[config.mk]
export PLATFORM = sky130hd
export DESIGN_NAME = forward_hazard_unit
export DESIGN_NICKNAME = d
export VERILOG_FILES = /design/src/rtl/forward_hazard_unit.sv
export SDC_FILE = /design/constraint.sdc
export NUM_CORES = 1
export LEC_CHECK = 0
export ABC_AREA = 0
export BUFFER_PORTS_ARGS = -buffer_cell sky130_fd_sc_hd__buf_2
export CORE_MARGIN = 1
export CORE_UTILIZATION = 45
export DETAILED_ROUTE_END_ITERATION = 12
export PLACE_DENSITY_LB_ADDON = 0.08
export SYNTH_ARGS = -nofsm -noshare
export SYNTH_HDL_FRONTEND = slang
export SYNTH_SLANG_ARGS = --single-unit
[constraint.sdc]
create_clock -name clk -period 6.1 [get_ports clk]
set_clock_uncertainty 0.15 [all_clocks]
set_input_delay 1.22 -clock clk [delete_from_list [all_inputs] [get_ports clk]]
set_output_delay 1.22 -clock clk [all_outputs]
set_load 0.05 [all_outputs]
[src/rtl/forward_hazard_unit.sv]
// forward_hazard_unit: EX operand forwarding selects plus load-use stall / branch flush pipeline control
// Ports: clk, rst (sync, active-high), enable (pipeline advance); ID sources id_rs/id_rt with use flags;
// EX producer ex_regwrite/ex_memread/ex_rd; MEM producer mem_regwrite/mem_rd; branch_taken (resolved in MEM);
// registered forward_a_sel/forward_b_sel (00 regfile, 10 EX/MEM, 01 MEM/WB); combinational pc_enable,
// ifid_enable, idex_bubble, ifid_flush, exmem_flush; stall_count counts load-use stall cycles (saturating).
module forward_hazard_unit (
    input  logic        clk,
    input  logic        rst,
    input  logic        enable,
    input  logic [4:0]  id_rs,
    input  logic [4:0]  id_rt,
    input  logic        id_uses_rs,
    input  logic        id_uses_rt,
    input  logic        ex_regwrite,
    input  logic        ex_memread,
    input  logic [4:0]  ex_rd,
    input  logic        mem_regwrite,
    input  logic [4:0]  mem_rd,
    input  logic        branch_taken,
    output logic [1:0]  forward_a_sel,
    output logic [1:0]  forward_b_sel,
    output logic        pc_enable,
    output logic        ifid_enable,
    output logic        idex_bubble,
    output logic        ifid_flush,
    output logic        exmem_flush,
    output logic [15:0] stall_count
);
    typedef enum logic [1:0] {RUN, LSTALL, FLUSH} state_t;
    state_t      state_q, state_d;
    logic [1:0]  forward_a_sel_q, forward_a_sel_d;
    logic [1:0]  forward_b_sel_q, forward_b_sel_d;
    logic [15:0] stall_count_q, stall_count_d;
    logic        act, load_use, flush, stall;
    function automatic logic [1:0] fwd_sel(input logic uses, input logic [4:0] r);
        return (uses && r != 5'd0 && ex_regwrite && ex_rd == r) ? 2'b10 :
               (uses && r != 5'd0 && mem_regwrite && mem_rd == r) ? 2'b01 : 2'b00;
    endfunction
    always_comb begin
        act      = enable && !rst;
        load_use = ex_memread && ex_rd != 5'd0 &&
                   ((id_uses_rs && id_rs == ex_rd) || (id_uses_rt && id_rt == ex_rd));
        flush    = act && branch_taken;
        // LSTALL is the cycle after the stall; the bubble now sits in EX so the hazard cannot recur
        stall    = act && !branch_taken && load_use && state_q == RUN;
        state_d  = !enable ? state_q : flush ? FLUSH : stall ? LSTALL : RUN;
        // A bubble enters EX on stall or flush, so it must not forward anything
        forward_a_sel_d = !enable ? forward_a_sel_q : (flush || stall) ? 2'b00 : fwd_sel(id_uses_rs, id_rs);
        forward_b_sel_d = !enable ? forward_b_sel_q : (flush || stall) ? 2'b00 : fwd_sel(id_uses_rt, id_rt);
        stall_count_d   = (stall && stall_count_q != 16'hFFFF) ? stall_count_q + 16'd1 : stall_count_q;
        pc_enable   = act && !stall;
        ifid_enable = act && !stall;
        idex_bubble = flush || stall;
        ifid_flush  = flush;
        exmem_flush = flush;
    end
    always_ff @(posedge clk) begin
        if (rst) begin
            state_q         <= RUN;
            forward_a_sel_q <= 2'b00;
            forward_b_sel_q <= 2'b00;
            stall_count_q   <= 16'd0;
        end else begin
            state_q         <= state_d;
            forward_a_sel_q <= forward_a_sel_d;
            forward_b_sel_q <= forward_b_sel_d;
            stall_count_q   <= stall_count_d;
        end
    end
    assign forward_a_sel = forward_a_sel_q;
    assign forward_b_sel = forward_b_sel_q;
    assign stall_count   = stall_count_q;
endmodule

**After elaboration in Yosys (flattened, before gate mapping)**

Index checks and enable logic that the tools add are counted.

- Eq/ne operators: 7
- Reduce and logical (&&, ||, !) cells: 30
- Add/sub/neg operators: 1
- Mux-type cells: 8

Operators by type and width:

| operator | number |
|---|---|
| $eq 5x5->1 | 6 |
| $logic_and 1x1->1 | 21 |
| $add 16x1->16 const B | 1 |
| $ne 16x16->1 const B | 1 |
| $reduce_bool 5->1 | 3 |
| $mux 2 | 5 |
| $logic_not 1->1 | 3 |
| $mux 1 | 3 |
| $logic_not 2->1 | 1 |
| $logic_or 1x1->1 | 2 |

- Register bits after elaboration: 22
- Output and inout port bits: 25
- Input bits: 29
- Word-level logic and storage cells: 50

**Longest topological paths before layout**

- Depth after elaboration: 8
- Gate-level depth with buffers: 6
- Mapped depth without buffers: 5

**Least setup slack after synthesis**

No wires, ideal clock.

- Path type: input port to output port
- Start point: input ex_rd[0]
- End point: output pc_enable
- Cell stages on the path: 5
- Buffers on the path: 1
- Data required time: 4730 ps
- Path slack: 1302 ps
- Arrival time: 3428 ps
- Cell sequence: nor3_1 a211oi_4 and2_1 nor3b_1 buf_4

- Word-level cells in the longest chain between the ends: 8
- Elaborated cells between the ends (all ways): 12

Ends and longest elaborated chain:

| what | RTL line | text |
|---|---|---|
| start, declared | 16 | `input logic [4:0] ex_rd,` |
| $eq 5x5->1 | 42 | `((id_uses_rs && id_rs == ex_rd) \|\| (id_uses_rt && id_rt == ex_rd));` |
| $logic_and 1x1->1 | 42 |  |
| $logic_or 1x1->1 | 42 |  |
| $logic_and 1x1->1 * | 41 | `load_use = ex_memread && ex_rd != 5'd0 &&` |
| $logic_and 1x1->1 * (2 in series) | 45 | `stall = act && !branch_taken && load_use && state_q == RUN;` |
| $logic_not 1->1 * | -- |  |
| $logic_and 1x1->1 * | -- |  |
| end, declared | 22 | `output logic pc_enable,` |

Every way passes the cells marked *; elsewhere a longest branch is shown, timed or not.

**Final worst setup path**

- Start point: input rst
- End point: output ifid_enable

- Word-level cells in the longest chain between the ends: 7

Ends and longest elaborated chain:

| what | RTL line | text |
|---|---|---|
| start, declared | 8 | `input logic rst,` |
| $logic_not 1->1 * | 40 | `act = enable && !rst;` |
| $logic_and 1x1->1 * | 40 |  |
| $logic_and 1x1->1 (3 in series) | 45 |  |
| $logic_not 1->1 | 52 | `ifid_enable = act && !stall;` |
| $logic_and 1x1->1 * | 52 |  |
| end, declared | 23 | `output logic ifid_enable,` |

Marked as above.

==> load_flow_metrics.sql <==
INSERT INTO impl_metrics (metric_group, metric, value, unit) VALUES
('run_status', 'outcome', 'finished, final reports clean', ''),
('placed_design', 'io_buffer_count', '53', ''),
('min_path', 'worstHoldEndpoint', 'forward_a_sel[1]$_SDFFE_PP0P_', ''),
('setup_path', 'cp_slowest_cell', 'or3b_4', ''),
('cells_and_area', 'most-common-layout-cells', 'buf_2 (53), dfxtp_1 (22), nor2_1 (17)', ''),
('routing', 'drt.antenna.violating_nets', '0', ''),
('timing', 'unrepaired_setup_endpoints_after_global_routing', 'no', ''),
('pwr', 'power_per_cell_area', '147.3', 'nW/um2'),
('yosys', 'post_synth.cell_area_avg', '8.446', 'um2'),
('setup_path', 'crit-reg2reg-capture', 'stall_count[4]$_SDFFE_PP0P_', ''),
('cts', 'cts_hold_buffers', '0', ''),
('setup_path', 'crit_required', '4.73', 'ns'),
('timing', 'fin_tns_setup', '0', 'ns'),
('floorplan', 'io-pin-count', '54', ''),
('routing', 'detail_route.iter0.violations', '68', ''),
('yosys', 'synth-edff-count', '0', ''),
('timing', 'report.final.setup_viol', '0', ''),
('timing', 'finalHoldViolations', '0', ''),
('setup_path', 'crit_path_cell_trace', 'buf_2, or3b_4, a211oi_4, and2_1, nor3b_1, buf_2', ''),
('cts', 'post_cts_resize_count', '0', ''),
('setup_path', 'r2r_start', 'stall_count[0]$_SDFFE_PP0P_', ''),
('global_routing', 'grt-ovfl-total', '0', ''),
('global_routing', 'via_count_of_the_first_global_routing_pass', '1311', ''),
('cells_and_area', 'multi_input_area', '952.2', 'um2'),
('yosys', 'synthesis.yosys.warnings', '0', ''),
('pwr', 'p_leak', '0.7300', 'nW'),
('setup_path', 'timing.critical_path.mode_cell', 'buf_2', ''),
('setup_path', 'startpoint_types', 'input pin', ''),
('cts', 'cts_inserted_buffers', '3', ''),
('cells_and_area', 'drive_above_1_share', '27.73', '%'),
('timing', 'fin_crit_sh', '69.52', '%'),
('floorplan', 'design.core.area', '3053', 'um2'),
('timing', 'finalMaxSlewViolations', '0', ''),
('min_path', 'worst_hold_path_type', 'register to register', ''),
('floorplan', 'floorplan_die_height', '58.82', 'um'),
('placed_design', 'dp_hpwl', '2587', 'um'),
('cts', 'count_of_buffers_added_by_post_cts_timing_repair_for_setup', '0', ''),
('timing', 'worst_slack', '1.859', 'ns'),
('cts', 'clk_latency', '0.30', 'ns'),
('setup_path', 'reg2reg_setup_slack', '3.68', 'ns'),
('timing', 'clock.fmax', '235.8', 'MHz'),
('setup_path', 'crit_path_max_incr_delay', '0.49', 'ns'),
('placed_design', 'gp_routability_congestion', '0.8231', ''),
('cts', 'h-tree-depth', '1', ''),
('setup_path', 'critical_path_arrival', '2.87', 'ns'),
('global_routing', 'grt_antenna_before_repair', '0', ''),
('global_routing', 'globalRouteTotalUtil', '19.98', '%'),
('yosys', 'yosysTopAreaCellShare', '30.32', '%'),
('routing', 'drt-vias-per-instance', '5.470', ''),
('setup_path', 'critical_path_buf_inv_count', '2', ''),
('job', 'max_cap_viol_count', '0', ''),
('cts', 'cts_tree', 'built', ''),
('yosys', 'synth_area_leader_cell', 'dfxtp_1', ''),
('routing', 'drc_errors_left', '0', ''),
('yosys', 'yosys_register_bits', '22', ''),
('setup_path', 'worst_path_dominant_cell_family', 'simple AND/OR/NAND/NOR gates', ''),
('cts', 'ctsRootBufferMaster', 'clkbuf_4', ''),
('placed_design', 'place_worst_setup_slack', '1.858', 'ns'),
('timing', 'final_period_minus_worst_setup_slack', '4.241', 'ns'),
('cells_and_area', 'area_growth_syn_to_layout', '20.50', '%'),
('timing', 'hold_slack', '0.3338', 'ns'),
('floorplan', 'die_footprint', '3459', 'um2'),
('pwr', 'peak_vdd_ir', '0.0001033', 'V'),
('floorplan', 'die_width', '58.82', 'um'),
('routing', 'route.vias.total', '1444', ''),
('min_path', 'startpoint_of_the_lowest_slack_hold_path', 'forward_a_sel[1]$_SDFFE_PP0P_', ''),
('min_path', 'worstHoldPathCells', '2', ''),
('setup_path', 'critPathCaptureType', 'output pin', ''),
('setup_path', 'worst_r2r_path_depth', '5', ''),
('cells_and_area', 'seqCellArea', '440.4', 'um2'),
('cells_and_area', 'final_common_cell', 'buf_2', '');
[cells in the mapped netlist, drive strengths merged, types with 2 or more instances]
cell type,number
mux2i,2
nor2b,7
clkbuf,5
or4,7
and3,3
nand4,2
buf,3
dfxtp,22
o41ai,2
nor3,6
and4,2
a21oi,8
or3,3
nand2b,3
nand2,10
nand3,9
a32o,2
inv,4
xnor2,13
or3b,3
nor3b,3
o21ai,5
o31ai,4
xor2,7
nor2,17
mux2,8
[final cells by class]
class                           count  share of cell area [%]
Tap cell                           44                   3.145
Timing Repair Buffer               53                   15.15
Inverter                            4                  0.8578
Multi-Input combinational cell    138                   54.40
Clock buffer                        3                   1.287
Sequential cell                    22                   25.16
[power breakdown]
part,internal (mW),switching (mW)
Sequential,0.144,0.000246
Combinational,0.0202,0.0300
Clock,0.0230,0.0403
[metal layers]
layer	GRT usage, %	part of all wire, %	vias to the layer above
li1	-	-	724
met1	22.87	43	668
met2	36.20	51	47
met3	2.637	4.4	5
met4	9.864	1.4	0
met5	0	0	-
[worst max path at each step]
stage	from	endpoint	slack, ns	cells after the start
after global placement	rst	ifid_enable	1.91	6
final	rst	ifid_enable	1.86	6
after CTS	rst	idex_bubble	1.85	6
after floorplan	ex_rd[0]	pc_enable	1.30	5
after detailed placement	rst	idex_bubble	1.86	6
after global routing	rst	ifid_enable	1.75	6
[worst register-to-register path, stage by stage, from the launching register on]
cell and delay, ns:
dfxtp_1 0.41, ha_1 0.22, nand4_1 0.26, o31ai_2 0.81, nor3_1 0.12, mux2_1 0.34
[metrics by stage]
step           util (%)  cells  area (um2)  power (mW)
6_report          57.34    264        1750      0.2578
5_1_grt           57.34    264        1750      0.2718
4_1_cts           57.34    264        1750      0.2616
3_5_place_dp      56.60    261        1728      0.1978
3_3_place_gp      56.60    261        1728      0.1964
2_1_floorplan         -    172        1453      0.1789
[state kept, by name, summed over array words and instances (netlist names)]
register / flops
forward_a_sel: 2
forward_b_sel: 2
stall_count: 16
state_q: 2
[cells by family after synthesis]
family | synth area share, %
multiplexers | 7.580
XOR/XNOR | 12.06
AO/OA/AOI/OAI | 14.38
flip-flops | 30.32
AND/OR/NAND/NOR | 30.66
buffers and inverters | 4.134
adder cells (fa/ha/maj) | 0.8612
Note: power is estimated with default switching activity, not from simulation.
